<file path="src/rtl/vga_sync_generator.sv">
// Vertical line counter and registered sync/active/coordinate outputs for a VGA raster,
// driven by an upstream horizontal pixel counter that shares the same pixel enable.
module vga_sync_generator #(
  parameter int unsigned H_VISIBLE   = 1024,
  parameter int unsigned H_FRONT     = 24,
  parameter int unsigned H_SYNC      = 136,
  parameter int unsigned H_TOTAL     = 1328,
  parameter int unsigned V_VISIBLE   = 768,
  parameter int unsigned V_FRONT     = 3,
  parameter int unsigned V_SYNC      = 6,
  parameter int unsigned V_TOTAL     = 806,
  parameter logic        SYNC_ACTIVE = 1'b0
) (
  input  logic        control_clock,
  input  logic        control_reset_n,
  input  logic        sync_enable,
  input  logic [10:0] h_count,
  output logic        hsync,
  output logic        vsync,
  output logic        video_active,
  output logic [10:0] pixel_x,
  output logic [9:0]  pixel_y,
  output logic        line_end,
  output logic        frame_start
);

  localparam logic [10:0] HActEnd    = 11'(H_VISIBLE);
  localparam logic [10:0] HSyncStart = 11'(H_VISIBLE + H_FRONT);
  localparam logic [10:0] HSyncEnd   = 11'(H_VISIBLE + H_FRONT + H_SYNC);
  localparam logic [10:0] HLast      = 11'(H_TOTAL - 1);
  localparam logic [9:0]  VActEnd    = 10'(V_VISIBLE);
  localparam logic [9:0]  VSyncStart = 10'(V_VISIBLE + V_FRONT);
  localparam logic [9:0]  VSyncEnd   = 10'(V_VISIBLE + V_FRONT + V_SYNC);
  localparam logic [9:0]  VLast      = 10'(V_TOTAL - 1);

  logic [9:0]  v_count_q, v_count_d;
  logic        hsync_q, vsync_q, video_active_q, line_end_q, frame_start_q;
  logic [10:0] pixel_x_q;
  logic [9:0]  pixel_y_q;

  logic h_active, h_sync, h_last, v_active, v_sync, active;

  // Out-of-range h_count (>= H_TOTAL) falls outside every region below, so it reads as blanking.
  always_comb begin
    h_active = (h_count < HActEnd);
    h_sync   = (h_count >= HSyncStart) && (h_count < HSyncEnd);
    h_last   = (h_count == HLast);
    v_active = (v_count_q < VActEnd);
    v_sync   = (v_count_q >= VSyncStart) && (v_count_q < VSyncEnd);
    active   = h_active && v_active;
  end

  always_comb begin
    v_count_d = v_count_q;
    if (h_last) begin
      v_count_d = (v_count_q == VLast) ? 10'd0 : v_count_q + 10'd1;
    end
  end

  always_ff @(posedge control_clock) begin
    if (!control_reset_n) begin
      v_count_q      <= 10'd0;
      hsync_q        <= ~SYNC_ACTIVE;
      vsync_q        <= ~SYNC_ACTIVE;
      video_active_q <= 1'b0;
      pixel_x_q      <= 11'd0;
      pixel_y_q      <= 10'd0;
      line_end_q     <= 1'b0;
      frame_start_q  <= 1'b0;
    end else if (sync_enable) begin
      v_count_q      <= v_count_d;
      hsync_q        <= h_sync ? SYNC_ACTIVE : ~SYNC_ACTIVE;
      // vsync uses the pre-advance line so the last line's sync state is not skipped
      vsync_q        <= v_sync ? SYNC_ACTIVE : ~SYNC_ACTIVE;
      video_active_q <= active;
      pixel_x_q      <= active ? h_count : 11'd0;
      pixel_y_q      <= active ? v_count_q : 10'd0;
      line_end_q     <= h_last;
      frame_start_q  <= (h_count == 11'd0) && (v_count_q == 10'd0);
    end else begin
      // Strobes must not repeat while the pixel enable is stalled.
      line_end_q    <= 1'b0;
      frame_start_q <= 1'b0;
    end
  end

  assign hsync        = hsync_q;
  assign vsync        = vsync_q;
  assign video_active = video_active_q;
  assign pixel_x      = pixel_x_q;
  assign pixel_y      = pixel_y_q;
  assign line_end     = line_end_q;
  assign frame_start  = frame_start_q;

endmodule

</file>
<file path="config.mk">
export PLATFORM = sky130hd
export DESIGN_NAME = vga_sync_generator
export DESIGN_NICKNAME = d
export VERILOG_FILES = /design/src/rtl/vga_sync_generator.sv
export SDC_FILE = /design/constraint.sdc
export NUM_CORES = 1
export LEC_CHECK = 0
export ABC_AREA = 0
export CAP_MARGIN = 40
export CORE_UTILIZATION = 43
export CTS_CLUSTER_DIAMETER = 50
export DETAILED_ROUTE_END_ITERATION = 7
export PLACE_DENSITY = 0.75
export REMOVE_ABC_BUFFERS = 1
export SLEW_MARGIN = 20
export SYNTH_ARGS = -nofsm -noshare
export SYNTH_HDL_FRONTEND = slang
export SYNTH_SLANG_ARGS = --single-unit
</file>
<file path="constraint.sdc">
create_clock -name control_clock -period 1.45 [get_ports control_clock]
set_input_delay 0.2175 -clock control_clock [delete_from_list [all_inputs] [get_ports control_clock]]
set_output_delay 0.2175 -clock control_clock [all_outputs]
set_load 0.05 [all_outputs]
</file>
==> results of run 1 <==
[power by group through the flow]
| stage | clock network, mW | logic, mW | registers, mW |
|---|---|---|---|
| global route | 0.744 | 0.254 | 1.01 |
| floorplan | 0 | 0.0423 | 1.08 |
| finish | 0.679 | 0.241 | 1.01 |
| global placement | 0 | 0.234 | 1.04 |
| CTS | 0.685 | 0.240 | 1.01 |
| detailed placement | 0 | 0.238 | 1.04 |
[stage by stage]
stage | hold WS (ns) | instance area [µm²] | setup TNS, ns
after floorplan | 0.2937 | 1444 | -1.453
after global placement | 0.4463 | 2302 | -4.183
after detailed placement | 0.4618 | 2302 | -5.871
after CTS | 0.4897 | 2400 | 0
after global routing | 0.5121 | 2432 | -0.002479
final | 0.4925 | 2432 | 0
[path summary, 6_finish.rpt]
path	endpoint	slack (ns)	cells past startpoint
worst max register to register	v_count_q[9]$_SDFFE_PN0P_	0.09	4
worst min register to register	pixel_x[7]$_SDFFE_PN0P_	0.49	1
worst min-delay path	pixel_x[7]$_SDFFE_PN0P_	0.49	1
worst max-delay path	v_count_q[2]$_SDFFE_PN0P_	0.04	6
[logic make-up after synthesis]
family / count (synthesis) / synth area share
flops: 36 / 0.4792
xor+xnor: 4 / 0.02330
compound gates: 38 / 0.1905
buf+inv: 13 / 0.04991
fa+ha+maj: 4 / 0.03328
simple gates: 47 / 0.2038
mux: 3 / 0.01997
[routing by layer]
layer	global-route usage	share of wire	up-vias
met1	0.2764	0.41	643
met5	0	0	-
met2	0.3851	0.52	43
met3	0.06303	0.049	8
li1	-	-	682
met4	0.1136	0.017	0
[flip-flops by register name, indices dropped and copies added, names as in the netlist]
register      cells
pixel_x          11
line_end          1
pixel_y          10
frame_start       1
hsync             1
v_count_q        10
video_active      1
vsync             1
[placed cells by master, fill, tap and decap left out, drive strengths merged, types with 2 or more instances in the layout]
master          n
a21oi           4
a22o           20
and2            2
and3            3
and4            2
and4bb          2
buf            58
clkbuf          6
clkdlybuf4s50  13
dfxtp          36
ha              4
inv             4
mux2i           3
nand2           3
nand3           4
nand4           6
nor2           11
nor3            2
nor4            6
o21ai          10
or3             3
xor2            3
[worst max-delay path, stage by stage]
cell and delay, ns:
clkdlybuf4s50_1 0.43, and4bb_4 0.39, nand4_1 0.18, buf_4 0.20, xor2_1 0.15, nor2_1 0.07
[what timing repair did]
action,in CTS,in global routing
pin swaps,1,1
resized for setup,1,12
buffers inserted,2,0
endpoints found under the setup margin,8,8
[final cells by class]
| cell class | instances | area [µm²] | share of cell area |
|---|---|---|---|
| clock buffer | 6 | 41.29 | 0.01698 |
| clock inverter | 2 | 35.03 | 0.01440 |
| inverter | 4 | 15.01 | 0.006173 |
| multi-input combinational | 96 | 730.7 | 0.3004 |
| sequential | 36 | 733.2 | 0.3014 |
| tap | 46 | 57.56 | 0.02366 |
| timing repair buffer | 71 | 819.5 | 0.3369 |
==> results.cfg, run 1 <==
[outcome]
status = completed

[placement]
dpl.hpwl_um = 2967
detailedPlace.worstSlack_ns = -0.3812
numPortBuffers = 39
placed_cells = 251
gp_congestion = 0.8366

[worst_setup_path]
timing.rr.start = v_count_q[4]$_SDFFE_PN0P_
critPathMaxFanout = 5
critPathRequiredTime_ns = 1.68
critPathLaunch = h_count[4]
arrival_ns = 1.64
startpoint_type = primary input
critPathKind = primary input to flop
cp-end-kind = flop

[drt]
firstDrtPassIters = 4
routed_wl_um = 3967
drt_iter0_drc = 56
vias_per_cell = 5.272
ant_nets = 0
wl_per_cell_um = 15.20
vias = 1376
drcViolationCount = 0

[final_layout]
layoutNonFillerInstCount = 261
drive_gt1_frac = 0.3814
nets = 232
syn_to_final_growth_pct = 61.73
diodes = 0
post-route-util = 0.7289
fill_cells = 236

[synthesis]
async_flop_share = 0
syn_area_per_cell_um2 = 10.37
synth.area.top_cells = dfxtp_1, a22o_1, ha_1, o21ai_0, nor2_1
synth_common_cells = dfxtp_1, a22o_1, nor2_1
synth_ff_type = dfxtp_1
syn_inst = 145
yosysWarnings = 0
synth_largest_area_cell = dfxtp_1
synth_edf_count = 0
synth_top_area_share = 0.4792
synthMostInstantiatedCell = dfxtp_1
ys_types = 37
netlist_area_mm2 = 0.001504
synth_seq_area_share = 0.4792
ys_seq_elements = 36

[global_routing]
grt_remaining_overflow = 0
grt_usage = 0.2318
grt_max_degree = 23
grt_first_pass_wirelength_um = 6244
grt_pass1_vias = 1385
antenna_found_initial = 0

[sta]
slew_headroom = 0.7805
tightest_slew_ns = 0.3288
timing.fmax_mhz = 708.8
layout_min_cycle_time_ns = 1.411
slew_violations = 0
setup_viol = 0
fin_ws_ns = 0.03907
fin_skew_ns = 0.007794
post-route-period-util = 0.9731
report.final.hold_viol_count = 0

[floorplanning]
rows = 21
start_util = 0.4507
die_h_um = 61.14
core-area_mm2 = 0.003337
die_w_um = 61.14
io_pins = 40
dieArea_mm2 = 0.003738

[clock_tree]
numCtsBuffers = 5
clkLatencyLatePin_ns = 0.33
cts_buffer_depth = 2
path_clk_slew_ns = 0.11
tritoncts = yes
hold_buffers = 0
clock-root-buffer = clkbuf_4
htree_num_levels = 2
cts.sinks = 36

[power_and_ir_drop]
p_leak_nw = 1.049
power.internal_mw = 1.485
total_power_mw = 1.930
switchingPower_mw = 0.4449
swShare = 0.2305
ir_drop_uv = 639.1
cellPowerDensity_mw_per_mm2 = 793.4
sequentialPowerShare = 0.523
combPwrFrac = 0.125
clkPwrFrac = 0.352

[run]
maxCapViolations = 0

[hold_path]
hold_start = pixel_x[7]$_SDFFE_PN0P_
hold_class = flop to flop
No activity file was read; power rests on OpenSTA's default activity.
==> inputs of run 2 (changes only) <==
--- a/config.mk
+++ b/config.mk
@@ -7,10 +7,12 @@
 export LEC_CHECK = 0
 export ABC_AREA = 0
 export CAP_MARGIN = 40
-export CORE_UTILIZATION = 43
+export CELL_PAD_IN_SITES_DETAIL_PLACEMENT = 2
+export CELL_PAD_IN_SITES_GLOBAL_PLACEMENT = 2
+export CORE_UTILIZATION = 26
 export CTS_CLUSTER_DIAMETER = 50
 export DETAILED_ROUTE_END_ITERATION = 7
-export PLACE_DENSITY = 0.75
+export PLACE_DENSITY_LB_ADDON = 0.1
 export REMOVE_ABC_BUFFERS = 1
 export SLEW_MARGIN = 20
 export SYNTH_ARGS = -nofsm -noshare
==> constraint.sdc (replaced) <==
create_clock -name control_clock -period 1.2 [get_ports control_clock]
set_input_delay 0.18 -clock control_clock [delete_from_list [all_inputs] [get_ports control_clock]]
set_output_delay 0.18 -clock control_clock [all_outputs]
set_load 0.05 [all_outputs]
==> run 2 against run 1 <==
  * The flow now finishes with violations (setup timing)
  * Worst hold slack worse by 0.12 ns
  * Combinational power up 30%
  * Utilization down 21 points
  * Setup slack worse by 0.27 ns
  * Die area up 63%
  * Final cell count up 20%
  * Count of clock-buffer cells in the layout up 2
  * Clock skew down 0.00063 ns
  * Global-route usage down 2.3 points
  * Routed wire length up 66%
  * Highest routed layer unchanged
  * Largest power group unchanged
  * Clock power up 37%
==> results.cfg, run 2 (synthesized netlist as in run 1, its figures left out) <==
[power_and_ir_drop]
ir_drop_uv = 501.1
swShare = 0.2579
power.internal_mw = 1.830
total_power_mw = 2.467
cellPowerDensity_mw_per_mm2 = 859.8
switchingPower_mw = 0.6363
p_leak_nw = 1.238
clkPwrFrac = 0.376
combPwrFrac = 0.127
sequentialPowerShare = 0.496

[outcome]
violations = setup timing
status = complete, but fails checks

[floorplanning]
die_w_um = 78.06
io_pins = 40
core-area_mm2 = 0.005540
rows = 27
dieArea_mm2 = 0.006093
die_h_um = 78.06
start_util = 0.2715

[clock_tree]
cts_buffer_depth = 2
numCtsBuffers = 5
path_clk_slew_ns = 0.08
clock-root-buffer = clkbuf_8
hold_buffers = 0
cts.sinks = 36
tritoncts = yes
clkLatencyLatePin_ns = 0.30
htree_num_levels = 2

[global_routing]
grt_max_degree = 23
grt_first_pass_wirelength_um = 9577
grt_remaining_overflow = 0
antenna_found_initial = 0
grt_pass1_vias = 1831
grt_usage = 0.2090

[final_layout]
final_cell_mix = buf_4, dfxtp_1, buf_12, a22o_1, dlygate4sd2_1
layoutNonFillerInstCount = 312
diodes = 0
syn_to_final_growth_pct = 90.77
largest_reg_flops = 11
register_area_um2 = 729.5
nets = 257
final_area_mm2 = 0.002869
fill_cells = 554
layout_commonest_cell = buf_4
multi_input_area_um2 = 835.8
drive_gt1_frac = 0.5250
post-route-util = 0.5178

[placement]
dpl.hpwl_um = 4344
numPortBuffers = 39
detailedPlace.worstSlack_ns = -0.7649
placed_area_mm2 = 0.002550
placed_cells = 294
gp_congestion = 0.8240

[worst_setup_path]
critPathRequiredTime_ns = 1.39
arrival_ns = 1.61
critPathKind = flop to flop
slowest_delay_ns = 0.33
path_cells = nor4_2 -> buf_4 -> nand4_1 -> o21ai_2 -> buf_6 -> nor2_1
cp-end-kind = flop
r2r_slack_ns = -0.23
startpoint_type = flop
critPathMaxFanout = 7
worstPathBufferInverterCount = 2
crit_family = simple AND/OR/NAND/NOR gates
cpMaxStageDelayCell = dfxtp_2

[sta]
timing.fmax_mhz = 700.8
fin_skew_ns = 0.007163
finalSetupTns_ns = -2.973
report.final.hold_viol_count = 0
rsz0062_at_grt = yes
slew_headroom = 0.7049
tightest_slew_ns = 0.4385
whs_ns = 0.3747
fin_ws_ns = -0.2269
setup_viol = 33
layout_min_cycle_time_ns = 1.427
post-route-period-util = 1.189
slew_violations = 0

[drt]
routed_wl_um = 6591
ant_nets = 0
vias_per_cell = 5.042
wl_per_cell_um = 21.13
vias = 1573
drt_iter0_drc = 40
firstDrtPassIters = 4
drcViolationCount = 0

[hold_path]
hold_class = primary input to flop

[run]
maxCapViolations = 0
## run 2: changes by cell type in the layout (fill, tap and decap cells not counted), sizes merged
| cell | change |
|---|---|
| buf | +25 |
| bufinv | -1 |
| clkbuf | +2 |
| clkdlybuf4s50 | -13 |
| clkinv | -1 |
| dlygate4sd2 | +13 |
## run 2: path summary, 6_finish.rpt
check,startpoint,endpoint,depth (start not counted)
worst max-delay path,v_count_q[7]$_SDFFE_PN0P_,v_count_q[0]$_SDFFE_PN0P_,6
worst min-delay path,h_count[8],pixel_x[8]$_SDFFE_PN0P_,3
worst max register to register,v_count_q[7]$_SDFFE_PN0P_,v_count_q[0]$_SDFFE_PN0P_,6
worst min register to register,video_active$_SDFFE_PN0P_,video_active$_SDFFE_PN0P_,1
## run 2: worst min-delay path, stage by stage
cell	delay, ns
dlygate4sd2_1	0.21
buf_4	0.12
a22o_1	0.13
## run 2: area by class of cell
| cell class | instances | area share |
|---|---|---|
| Tap cell | 72 | 0.03140 |
| Sequential cell | 36 | 0.2543 |
| Inverter | 4 | 0.005233 |
| Timing Repair Buffer | 96 | 0.3864 |
| Clock buffer | 8 | 0.03140 |
| Multi-Input combinational cell | 96 | 0.2913 |
## run 2: power groups by stage
| stage | clock (mW) | sequential (mW) | combinational, mW |
|---|---|---|---|
| final | 0.928 | 1.22 | 0.314 |
| after global routing | 0.992 | 1.23 | 0.329 |
| after CTS | 0.948 | 1.22 | 0.307 |
| after detailed placement | 0 | 1.25 | 0.312 |
| after global placement | 0 | 1.25 | 0.305 |
| after floorplan | 0 | 1.30 | 0.0511 |
## run 2: timing repair
item	in CTS	in global routing
setup buffers	5	6
endpoints found under the setup margin	35	31
gates resized for setup	47	14
pin swaps	18	7
## run 2: per-layer routing
| layer | vias up | wire length [µm] | GRT usage |
|---|---|---|---|
| li1 | 733 | - | - |
| met5 | - | 0 | 0 |
| met4 | 0 | 191 | 0.07778 |
| met3 | 17 | 234 | 0.03953 |
| met1 | 780 | 2458 | 0.2217 |
| met2 | 43 | 3707 | 0.4035 |
